$ cat config.mk
export PLATFORM = sky130hd
export DESIGN_NAME = mdu_alu
export DESIGN_NICKNAME = d
export VERILOG_FILES = /design/src/rtl/mips_pkg.sv /design/src/rtl/mdu_iter.sv /design/src/rtl/mdu_alu.sv
export SDC_FILE = /design/constraint.sdc
export NUM_CORES = 1
export LEC_CHECK = 0
export BUFFER_PORTS_ARGS = -buffer_cell sky130_fd_sc_hd__buf_4
export CAP_MARGIN = 20
export CORE_ASPECT_RATIO = 0.9
export CORE_MARGIN = 2
export CORE_UTILIZATION = 50
export CTS_BUF_LIST = sky130_fd_sc_hd__clkbuf_4
export CTS_CLUSTER_SIZE = 28
export DETAILED_ROUTE_END_ITERATION = 10
export MAX_ROUTING_LAYER = met4
export PLACE_DENSITY = 0.68
export SETUP_SLACK_MARGIN = 0.2
export SLEW_MARGIN = 40
export SYNTH_ARGS = -nofsm -noshare
export SYNTH_HDL_FRONTEND = slang
export SYNTH_SLANG_ARGS = --single-unit
$ cat constraint.sdc
create_clock -name clk -period 4.2 [get_ports clk]
set_input_delay 0.21 -clock clk [delete_from_list [all_inputs] [get_ports clk]]
set_output_delay 0.21 -clock clk [all_outputs]
set_load 0.02 [all_outputs]
$ cat src/rtl/mips_pkg.sv
// Shared MIPS datapath definitions: ALU control codes, the mult/div FSM states
// and a two's-complement magnitude helper.
package mips_pkg;

   localparam int unsigned XLEN      = 32;
   localparam int unsigned MDU_STEPS = 32;

   localparam logic [3:0] ALU_AND  = 4'b0000;
   localparam logic [3:0] ALU_OR   = 4'b0001;
   localparam logic [3:0] ALU_ADD  = 4'b0010;
   localparam logic [3:0] ALU_SUB  = 4'b0110;
   localparam logic [3:0] ALU_SLT  = 4'b0111;
   localparam logic [3:0] ALU_MULT = 4'b0011;
   localparam logic [3:0] ALU_DIV  = 4'b0100;

   typedef enum logic [1:0] {
      IDLE = 2'd0,
      RUN  = 2'd1,
      FIX  = 2'd2
   } mdu_state;

   function automatic logic [XLEN-1:0] mag(input logic [XLEN-1:0] v);
      return v[XLEN-1] ? (~v + 1'b1) : v;
   endfunction

endpackage

$ cat src/rtl/mdu_iter.sv
// Iterative unsigned engine: shift-add multiply or restoring divide,
// one bit per step over a 2*WIDTH accumulator.
module mdu_iter
   import mips_pkg::*;
#(
   parameter int unsigned WIDTH = 32
) (
   input  logic             clk,
   input  logic             reset,
   input  logic             load_i,
   input  logic             div_i,
   input  logic             step_i,
   input  logic [WIDTH-1:0] opa_i,
   input  logic [WIDTH-1:0] opb_i,
   output logic             div_o,
   output logic             last_o,
   output logic [WIDTH-1:0] hi_o,
   output logic [WIDTH-1:0] lo_o
);

   localparam int unsigned CW = $clog2(MDU_STEPS);

   logic [2*WIDTH-1:0] acc_q, acc_d;
   logic [WIDTH-1:0]   opb_q;
   logic [CW-1:0]      cnt_q;
   logic               div_q;
   logic [WIDTH:0]     sum, trial;
   logic [2*WIDTH-1:0] shl;

   // Multiply: lower half holds the multiplier and shifts right as the product grows.
   // Divide: lower half holds the dividend and collects quotient bits from the right.
   always_comb begin
      sum   = {1'b0, acc_q[2*WIDTH-1:WIDTH]} + {1'b0, opb_q & {WIDTH{acc_q[0]}}};
      shl   = {acc_q[2*WIDTH-2:0], 1'b0};
      trial = {1'b0, shl[2*WIDTH-1:WIDTH]} - {1'b0, opb_q};
      if (div_q) begin
         acc_d = trial[WIDTH] ? shl : {trial[WIDTH-1:0], shl[WIDTH-1:1], 1'b1};
      end else begin
         acc_d = {sum, acc_q[WIDTH-1:1]};
      end
   end

   always_ff @(posedge clk) begin
      if (reset) begin
         acc_q <= '0;
         opb_q <= '0;
         cnt_q <= '0;
         div_q <= 1'b0;
      end else if (load_i) begin
         acc_q <= {{WIDTH{1'b0}}, opa_i};
         opb_q <= opb_i;
         cnt_q <= '0;
         div_q <= div_i;
      end else if (step_i) begin
         acc_q <= acc_d;
         cnt_q <= cnt_q + 1'b1;
      end
   end

   assign last_o = (cnt_q == CW'(MDU_STEPS - 1));
   assign div_o  = div_q;
   assign hi_o   = acc_q[2*WIDTH-1:WIDTH];
   assign lo_o   = acc_q[WIDTH-1:0];

endmodule

$ cat src/rtl/mdu_alu.sv
// EX-stage execute unit: single-cycle logic/arith ops plus multi-cycle signed
// mult/div writing HI/LO, with busy/done handshake.
module mdu_alu
   import mips_pkg::*;
#(
   parameter int unsigned WIDTH = 32
) (
   input  logic             clk,
   input  logic             reset,
   input  logic [3:0]       control,
   input  logic [WIDTH-1:0] a,
   input  logic [WIDTH-1:0] b,
   input  logic             start,
   output logic [WIDTH-1:0] result,
   output logic             zero,
   output logic [WIDTH-1:0] hi,
   output logic [WIDTH-1:0] lo,
   output logic             busy,
   output logic             done,
   output logic             div_by_zero
);

   mdu_state state_q, state_d;
   logic [WIDTH-1:0] result_q, result_d, hi_q, hi_d, lo_q, lo_d;
   logic             zero_q, zero_d, done_q, done_d, dbz_q, dbz_d;
   logic             qneg_q, qneg_d, rneg_q, rneg_d;

   logic             it_load, it_step, it_div, it_div_mode, it_last;
   logic [WIDTH-1:0] it_hi, it_lo, simple, quo, rem;
   logic [2*WIDTH-1:0] prod;

   mdu_iter #(.WIDTH(WIDTH)) u_iter (
      .clk    (clk),
      .reset  (reset),
      .load_i (it_load),
      .div_i  (it_div),
      .step_i (it_step),
      .opa_i  (mag(a)),
      .opb_i  (mag(b)),
      .div_o  (it_div_mode),
      .last_o (it_last),
      .hi_o   (it_hi),
      .lo_o   (it_lo)
   );

   always_comb begin
      unique case (control)
         ALU_AND: simple = a & b;
         ALU_OR:  simple = a | b;
         ALU_ADD: simple = a + b;
         ALU_SUB: simple = a - b;
         ALU_SLT: simple = {{(WIDTH-1){1'b0}}, ($signed(a) < $signed(b))};
         default: simple = '0;
      endcase
   end

   always_comb begin
      prod = qneg_q ? -{it_hi, it_lo} : {it_hi, it_lo};
      quo  = qneg_q ? -it_lo : it_lo;
      rem  = rneg_q ? -it_hi : it_hi;
   end

   always_comb begin
      state_d  = state_q;
      result_d = result_q;
      zero_d   = zero_q;
      hi_d     = hi_q;
      lo_d     = lo_q;
      dbz_d    = dbz_q;
      qneg_d   = qneg_q;
      rneg_d   = rneg_q;
      done_d   = 1'b0;
      it_load  = 1'b0;
      it_step  = 1'b0;
      it_div   = (control == ALU_DIV);
      unique case (state_q)
         IDLE: begin
            if (start) begin
               if (control == ALU_MULT || (control == ALU_DIV && b != '0)) begin
                  it_load = 1'b1;
                  qneg_d  = a[WIDTH-1] ^ b[WIDTH-1];
                  rneg_d  = a[WIDTH-1];
                  dbz_d   = 1'b0;
                  state_d = RUN;
               end else if (control == ALU_DIV) begin
                  dbz_d  = 1'b1;
                  done_d = 1'b1;
               end else begin
                  result_d = simple;
                  zero_d   = (simple == '0);
                  dbz_d    = 1'b0;
                  done_d   = 1'b1;
               end
            end
         end
         RUN: begin
            it_step = 1'b1;
            if (it_last) state_d = FIX;
         end
         FIX: begin
            if (it_div_mode) begin
               hi_d     = rem;
               lo_d     = quo;
               result_d = quo;
               zero_d   = (quo == '0);
            end else begin
               hi_d     = prod[2*WIDTH-1:WIDTH];
               lo_d     = prod[WIDTH-1:0];
               result_d = prod[WIDTH-1:0];
               zero_d   = (prod[WIDTH-1:0] == '0);
            end
            done_d  = 1'b1;
            state_d = IDLE;
         end
         default: state_d = IDLE;
      endcase
   end

   always_ff @(posedge clk) begin
      if (reset) begin
         state_q  <= IDLE;
         result_q <= '0;
         zero_q   <= 1'b1;
         hi_q     <= '0;
         lo_q     <= '0;
         done_q   <= 1'b0;
         dbz_q    <= 1'b0;
         qneg_q   <= 1'b0;
         rneg_q   <= 1'b0;
      end else begin
         state_q  <= state_d;
         result_q <= result_d;
         zero_q   <= zero_d;
         hi_q     <= hi_d;
         lo_q     <= lo_d;
         done_q   <= done_d;
         dbz_q    <= dbz_d;
         qneg_q   <= qneg_d;
         rneg_q   <= rneg_d;
      end
   end

   assign result      = result_q;
   assign zero        = zero_q;
   assign hi          = hi_q;
   assign lo          = lo_q;
   assign busy        = (state_q != IDLE);
   assign done        = done_q;
   assign div_by_zero = dbz_q;

endmodule

==> results.py, run 1 <==
metrics = {
    "place": {
        "hpwlAfterDp_microns": 64220,
        "place_ws_ns": 0.1644,
        "io_buffers": 170,
        "place_congestion": 1.043,
    },
    "worst_setup_path": {
        "crit_family": "simple AND/OR/NAND/NOR gates",
        "crit_path_max_fanout": 44,
        "r2r-start": "u_iter.acc_q[35]",
        "reg2reg_to": "u_iter.acc_q[61]",
        "critPathRequiredTime_ns": 4.88,
        "start_kind": "primary input",
        "crit_chain": "dlygate4sd3_1 -> buf_4 -> inv_1 -> ha_1 -> or3b_1 -> or3_1 -> or4_1 -> or4_4 -> o41ai_4 -> nor2_4 -> buf_4 -> nand2_1 -> a21oi_1 -> dlygate4sd3_1",
        "endpoint_kind": "register",
        "critPathLaunch": "b[1]",
        "worstSetupPathType": "in2reg",
        "cp_slowest_cell": "dlygate4sd3_1",
        "ff2ff_path_depth": 12,
        "cp.depth": 14,
        "cp-endpoint": "rneg_q",
        "cp.arrival_ns": 4.52,
        "reg2reg_slack_ns": 0.50,
        "critPathBufInv": 5,
        "max_stage_delay_ns": 0.59,
    },
    "timing": {
        "layout_min_cycle_time_ns": 3.841,
        "slew_headroom": 0.4177,
        "worst_pin_slew_ns": 0.8643,
        "rsz0062_at_grt": "no",
        "setup_slack_ns": 0.3593,
        "setup_tns_ns": 0,
        "finClkSkew_ns": 0.07270,
        "post-route-period-util": 0.9145,
        "slew_violations": 0,
        "final-hold-violation-count": 0,
        "max_freq_mhz": 260.4,
        "setup_viol": 0,
    },
    "clock_tree": {
        "cts_tree": "yes",
        "root_buffer": "clkbuf_4",
        "post_cts_buffers": 0,
        "clk_path_buf_depth": 3,
        "htree_levels": 2,
        "clock_latency_ns": 0.79,
        "cts.sinks": 205,
        "numCtsBuffers": 55,
        "clk_pin_slew_ns": 0.07,
    },
    "detailed_routing": {
        "viasPerCell": 6.315,
        "dr.pass1.iters": 8,
        "drc": 0,
        "wl_per_cell_microns": 23.08,
        "num_vias": 22420,
        "wl_microns": 81940,
        "ant_nets": 0,
        "drt_iter0_drc": 2442,
    },
    "die": {
        "dieHeight_microns": 193.1,
        "row_count": 69,
        "die_w_microns": 214.1,
        "die_area_sq_um": 41350,
        "initial_core_util": 0.5046,
        "core-area_sq_um": 39370,
        "io_pins": 171,
    },
    "grt": {
        "grt_pass1_vias": 20622,
        "grt_overflow_total": 0,
        "grt_max_degree": 99,
        "antenna_found_initial": 3,
        "grt_pass1_wl_microns": 123200,
        "grt_use_total": 0.3953,
    },
    "logic_synthesis": {
        "synth_cells": 2751,
        "async_flop_share": 0,
        "ys_types": 90,
        "syn-cell-area_sq_um": 19870,
        "avgSynthCellArea_sq_um": 7.222,
        "postSynthRegisterBits": 205,
        "synth_edf_count": 0,
        "syn_nets": 2996,
        "synth-main-ff-cell": "dfxtp_1",
        "ys_seq_area_frac": 0.2066,
        "yosysWarnings": 0,
    },
    "flow_run": {
        "cap_violations": 0,
    },
    "outcome": {
        "outcome": "finished clean",
    },
    "power_and_ir_drop": {
        "power.density_nw_per_um2": 262.2,
        "power_leakage_nw": 9.776,
        "ir_drop_uv": 218.3,
    },
    "worst_hold_path": {
        "hold_path.class": "in2reg",
    },
    "layout": {
        "drive_above_1_share": 0.1443,
        "syn2layout_area_growth_pct": 17.53,
        "finalNetCount": 3216,
    },
}
routing by layer:
metal	wire length [microns]	vias up	track usage
met4	2972	0	0.1434
li1	-	10419	-
met2	33840	1250	0.5733
met5	0	-	-
met1	36220	10552	0.5447
met3	8908	199	0.07686
layout make-up:
| class | instances | area [sq um] |
|---|---|---|
| fillers | 3785 | 16020 |
| multi-input cells | 2221 | 14570 |
| flip-flops and latches | 205 | 4108 |
| repair buffers | 336 | 2768 |
| well taps | 532 | 665.6 |
| inverters | 152 | 570.5 |
| clock buffers | 71 | 533.0 |
| clock inverters | 29 | 125.1 |
| diodes | 4 | 10.01 |
how the worst min path moves through the flow:
stage	startpoint	end	slack [ns]	cells past startpoint
2_1_floorplan	b[0]	u_iter.opb_q[0]	0.35	2
5_1_grt	a[3]	u_iter.acc_q[3]	0.04	4
3_3_place_gp	hi[9]	hi[9]	0.44	2
4_1_cts	b[31]	u_iter.opb_q[27]	0.006	4
3_5_place_dp	hi[28]	hi[28]	0.45	2
6_report	b[19]	u_iter.opb_q[20]	0.06	5
cell usage in the layout (no fill, tap or decap), types with 15 or more instances in the layout:
master | Yosys | routed
o41ai_1 | 15 | 15
nand4_1 | 19 | 19
nor4_1 | 23 | 22
o21ai_0 | 156 | 156
xor2_1 | 46 | 46
nor2b_1 | 17 | 15
inv_1 | 152 | 152
and2_1 | 22 | 22
clkinv_1 | 0 | 21
o21bai_1 | 15 | 15
dfxtp_1 | 205 | 204
nand2_1 | 251 | 251
xnor2_1 | 122 | 122
clkbuf_4 | 0 | 71
a211oi_1 | 91 | 91
nor3_1 | 74 | 73
or3_1 | 35 | 35
mux2i_1 | 48 | 48
a21oi_1 | 257 | 257
dlygate4sd3_1 | 0 | 65
mux2_2 | 17 | 17
o211ai_1 | 39 | 39
nand2b_1 | 37 | 36
nor2_1 | 316 | 316
o21a_1 | 20 | 20
o31ai_1 | 48 | 46
buf_4 | 6 | 264
ha_1 | 170 | 170
o22ai_1 | 22 | 22
a31oi_1 | 36 | 36
a21o_1 | 42 | 42
nand3_1 | 62 | 62
sequential cells by signal, summed over array words and instances, names as in the netlist:
name	flops
u_iter.acc_q	64
hi	32
lo	32
result	32
u_iter.opb_q	32
u_iter.cnt_q	5
state_q	2
div_by_zero	1
done	1
qneg_q	1
rneg_q	1
u_iter.div_o	1
zero	1
timing repair:
action                                  CTS  global route
endpoints found under the hold margin    61             0
endpoints found under the setup margin    0             2
resized for setup                         0             5
hold buffers                             65             0
metrics by stage:
stage / utilization / instances / instance area (sq um) / total power [mW] / hold WS, ns
4_1_cts: 0.5924 / 3546 / 23320 / 6.069 / 0.006102
5_1_grt: 0.5931 / 3550 / 23350 / 6.417 / 0.04180
6_report: 0.5931 / 3550 / 23350 / 6.122 / 0.05984
3_3_place_gp: 0.5584 / 3379 / 21980 / 4.297 / 0.4413
3_5_place_dp: 0.5591 / 3381 / 22010 / 4.312 / 0.4454
2_1_floorplan: - / 2751 / 19870 / 3.538 / 0.3460
where the power goes:
| part | internal [mW] | switching, mW | leakage (nW) |
|---|---|---|---|
| Combinational | 0.905 | 1.43 | 7.72 |
| Sequential | 2.01 | 0.0732 | 1.66 |
| Clock | 0.799 | 0.908 | 0.387 |
| Total | 3.72 | 2.41 | 9.78 |
cells in the mapped netlist (15+ instances only):
master / number / area, sq um
mux2_2: 17 / 191.4
nor4_1: 23 / 143.9
a211oi_1: 91 / 683.2
a21o_1: 42 / 315.3
a21oi_1: 257 / 1286
nand2_1: 251 / 942.2
o21a_1: 20 / 150.1
nand3_1: 62 / 310.3
o41ai_1: 15 / 131.4
ha_1: 170 / 2127
nor3_1: 74 / 370.4
inv_1: 152 / 570.6
a31oi_1: 36 / 225.2
nor2b_1: 17 / 106.4
o31ai_1: 48 / 360.4
o21bai_1: 15 / 112.6
xnor2_1: 122 / 1069
o22ai_1: 22 / 137.6
and2_1: 22 / 137.6
dfxtp_1: 205 / 4104
nor2_1: 316 / 1186
o21ai_0: 156 / 780.8
or3_1: 35 / 219.0
clkbuf_1: 143 / 536.8
xor2_1: 46 / 402.9
nand4_1: 19 / 118.9
mux2i_1: 48 / 480.5
nand2b_1: 37 / 231.5
o211ai_1: 39 / 292.8
logic make-up (layout without fill, tap and decap cells):
family          after synthesis  after routing  share of synthesized area
simple gates                931            931                     0.2187
compound gates              883            883                     0.2919
buf+inv                     325            588                    0.06392
flops                       205            205                     0.2066
fa+ha+maj                   174            174                     0.1111
xor+xnor                    168            168                    0.07406
mux                          65             65                    0.03382
other cells                   0              4                          0
tightest hold or removal path: cells and delay by family:
| kind | cells | cell delay (ns) |
|---|---|---|
| xor gates and xnor gates | 1 | 0.15 |
| and+or+nand+nor | 1 | 0.11 |
| AOI/OAI and AO/OA | 2 | 0.16 |
| buffers and inverters | 1 | 0.13 |
(Power assumes the default switching activity.)
==> run 2: changes to the inputs <==
RECOVER_POWER = 25   (was default)
==> run 2 against run 1 <==
  * Flip-flop and latch count did not move
  * Final area down 1.2%
  * Core utilization shrank 0.72 points
  * Critical path type unchanged
  * Maximum frequency rose by 0.13%
  * Total power fell by 0.27%
==> results.py, run 2 (synthesized netlist as in run 1, its figures left out) <==
metrics = {
    "die": {
        "initial_core_util": 0.5046,
        "row_count": 69,
        "die_w_microns": 214.1,
        "core-area_sq_um": 39370,
        "io_pins": 171,
        "dieHeight_microns": 193.1,
        "die_area_sq_um": 41350,
    },
    "timing": {
        "slew_violations": 0,
        "worst_pin_slew_ns": 0.8376,
        "finClkSkew_ns": 0.07846,
        "post-route-period-util": 0.9132,
        "layout_min_cycle_time_ns": 3.836,
        "rsz0062_at_grt": "no",
        "max_freq_mhz": 260.7,
        "final-hold-violation-count": 0,
        "setup_tns_ns": 0,
        "setup_viol": 0,
        "slew_headroom": 0.4357,
    },
    "grt": {
        "antenna_found_initial": 3,
        "grt_pass1_wl_microns": 123200,
        "grt_max_degree": 99,
        "grt_use_total": 0.3953,
        "grt_pass1_vias": 20622,
        "grt_overflow_total": 0,
    },
    "worst_setup_path": {
        "critPathRequiredTime_ns": 4.88,
        "crit_chain": "dlygate4sd3_1 -> buf_4 -> inv_1 -> ha_1 -> or3b_1 -> or3_1 -> or4_1 -> or4_4 -> o41ai_4 -> nor2_4 -> buf_4 -> nand2_1 -> a21oi_1 -> dlygate4sd3_1",
        "reg2reg_slack_ns": 0.52,
        "endpoint_kind": "register",
        "critPathBufInv": 5,
        "cp.arrival_ns": 4.52,
        "ff2ff_path_depth": 13,
        "crit_path_max_fanout": 44,
        "start_kind": "primary input",
        "cp_slowest_cell": "dlygate4sd3_1",
        "worstSetupPathType": "in2reg",
        "reg2reg_to": "hi[22]",
        "max_stage_delay_ns": 0.59,
        "crit_family": "simple AND/OR/NAND/NOR gates",
        "r2r-start": "u_iter.acc_q[0]",
    },
    "detailed_routing": {
        "ant_nets": 0,
        "drt_iter0_drc": 2440,
        "num_vias": 22410,
        "drc": 0,
        "wl_per_cell_microns": 23.15,
        "wl_microns": 82190,
        "viasPerCell": 6.313,
        "dr.pass1.iters": 8,
    },
    "worst_hold_path": {
        "hold_path.class": "in2reg",
        "holdPathEnd": "u_iter.acc_q[3]",
        "min_from": "a[3]",
        "hold_depth": 4,
    },
    "layout": {
        "final_common_cell": "nor2_1",
        "mostFrequentLayoutCells": "316 x nor2_1, 257 x a21oi_1, 251 x nand2_1",
        "drive_above_1_share": 0.1191,
        "largest_reg_flops": 64,
        "top_register": "u_iter.acc_q",
        "finalNetCount": 3216,
        "fin_util": 0.5859,
        "syn2layout_area_growth_pct": 16.10,
    },
    "clock_tree": {
        "root_buffer": "clkbuf_4",
        "numCtsBuffers": 55,
        "cts_tree": "yes",
        "htree_levels": 2,
        "clk_pin_slew_ns": 0.07,
        "clock_latency_ns": 0.79,
        "cts.sinks": 205,
        "clk_path_buf_depth": 3,
    },
    "place": {
        "hpwlAfterDp_microns": 64220,
        "place_congestion": 1.043,
        "io_buffers": 170,
    },
    "power_and_ir_drop": {
        "power_leakage_nw": 9.456,
        "power.density_nw_per_um2": 264.7,
        "ir_drop_uv": 219.3,
    },
    "outcome": {
        "outcome": "finished clean",
    },
    "flow_run": {
        "cap_violations": 0,
    },
}
## run 2: cell types whose count changed in the layout (fill, tap and decap cells not counted), sizes merged
cell    delta
clkbuf    +76
buf       -76
## run 2: final cells by class
class                   count  area, sq um
fillers                  3857        16300
multi-input cells        2221        14570
flip-flops and latches    205         4108
repair buffers            336         2482
well taps                 532        665.6
inverters                 152        570.5
clock buffers              71        533.0
clock inverters            29        125.1
diodes                      4        10.01
## run 2: worst max path at each step
stage | to | depth (start not counted) | from | slack, ns
finish | rneg_q | 14 | b[1] | 0.36
global route | rneg_q | 14 | b[1] | 0.25
CTS | zero | 17 | a[0] | 0.42
detailed placement | zero | 16 | a[0] | 0.16
global placement | zero | 16 | a[0] | 0.26
floorplan | hi[22] | 15 | u_iter.acc_q[0] | 0.42
## run 2: through the flow
step / area (sq um) / worst slack, ns / hold slack (ns) / cells / power (mW)
after CTS: 23320 / 0.4210 / 0.006102 / 3546 / 6.069
final: 23060 / 0.3644 / 0.04910 / 3550 / 6.105
after floorplan: 19870 / 0.4179 / 0.3460 / 2751 / 3.538
after detailed placement: 22010 / 0.1644 / 0.4454 / 3381 / 4.312
after global placement: 21980 / 0.2600 / 0.4413 / 3379 / 4.297
after global routing: 23060 / 0.2456 / 0.04180 / 3550 / 6.401
## run 2: repair_timing
item	CTS	global route
gates resized for setup	0	5
setup buffers	0	0
hold endpoints to repair	61	0
hold buffers	65	0
endpoints found under the setup margin	0	2
## run 2: where the power goes
part | switching (mW) | total (mW) | internal [mW] | leakage [nW]
clock network | 0.906 | 1.71 | 0.799 | 0.387
registers | 0.0728 | 2.08 | 2.01 | 1.66
logic | 1.43 | 2.32 | 0.889 | 7.40
## run 2: worst register-to-register path, cell delays in order (launching register included)
cell and delay (ns):
dfxtp_1 0.40, inv_1 0.16, ha_1 0.20, or4b_4 0.52, or4_4 0.54, or3_4 0.42, or2_4 0.29, o21ai_2 0.17
o21ai_2 0.10, nor2_2 0.15, nand2_1 0.09, o31ai_2 0.26, xor2_1 0.09, a211oi_1 0.25
## run 2: per-layer routing
| metal | global-route usage | routed length, microns | up-vias |
|---|---|---|---|
| met5 | - | 0 | - |
| met4 | 0.1434 | 2860 | 0 |
| met3 | 0.07686 | 8996 | 185 |
| met2 | 0.5733 | 33840 | 1245 |
| met1 | 0.5447 | 36500 | 10569 |
| li1 | - | - | 10411 |
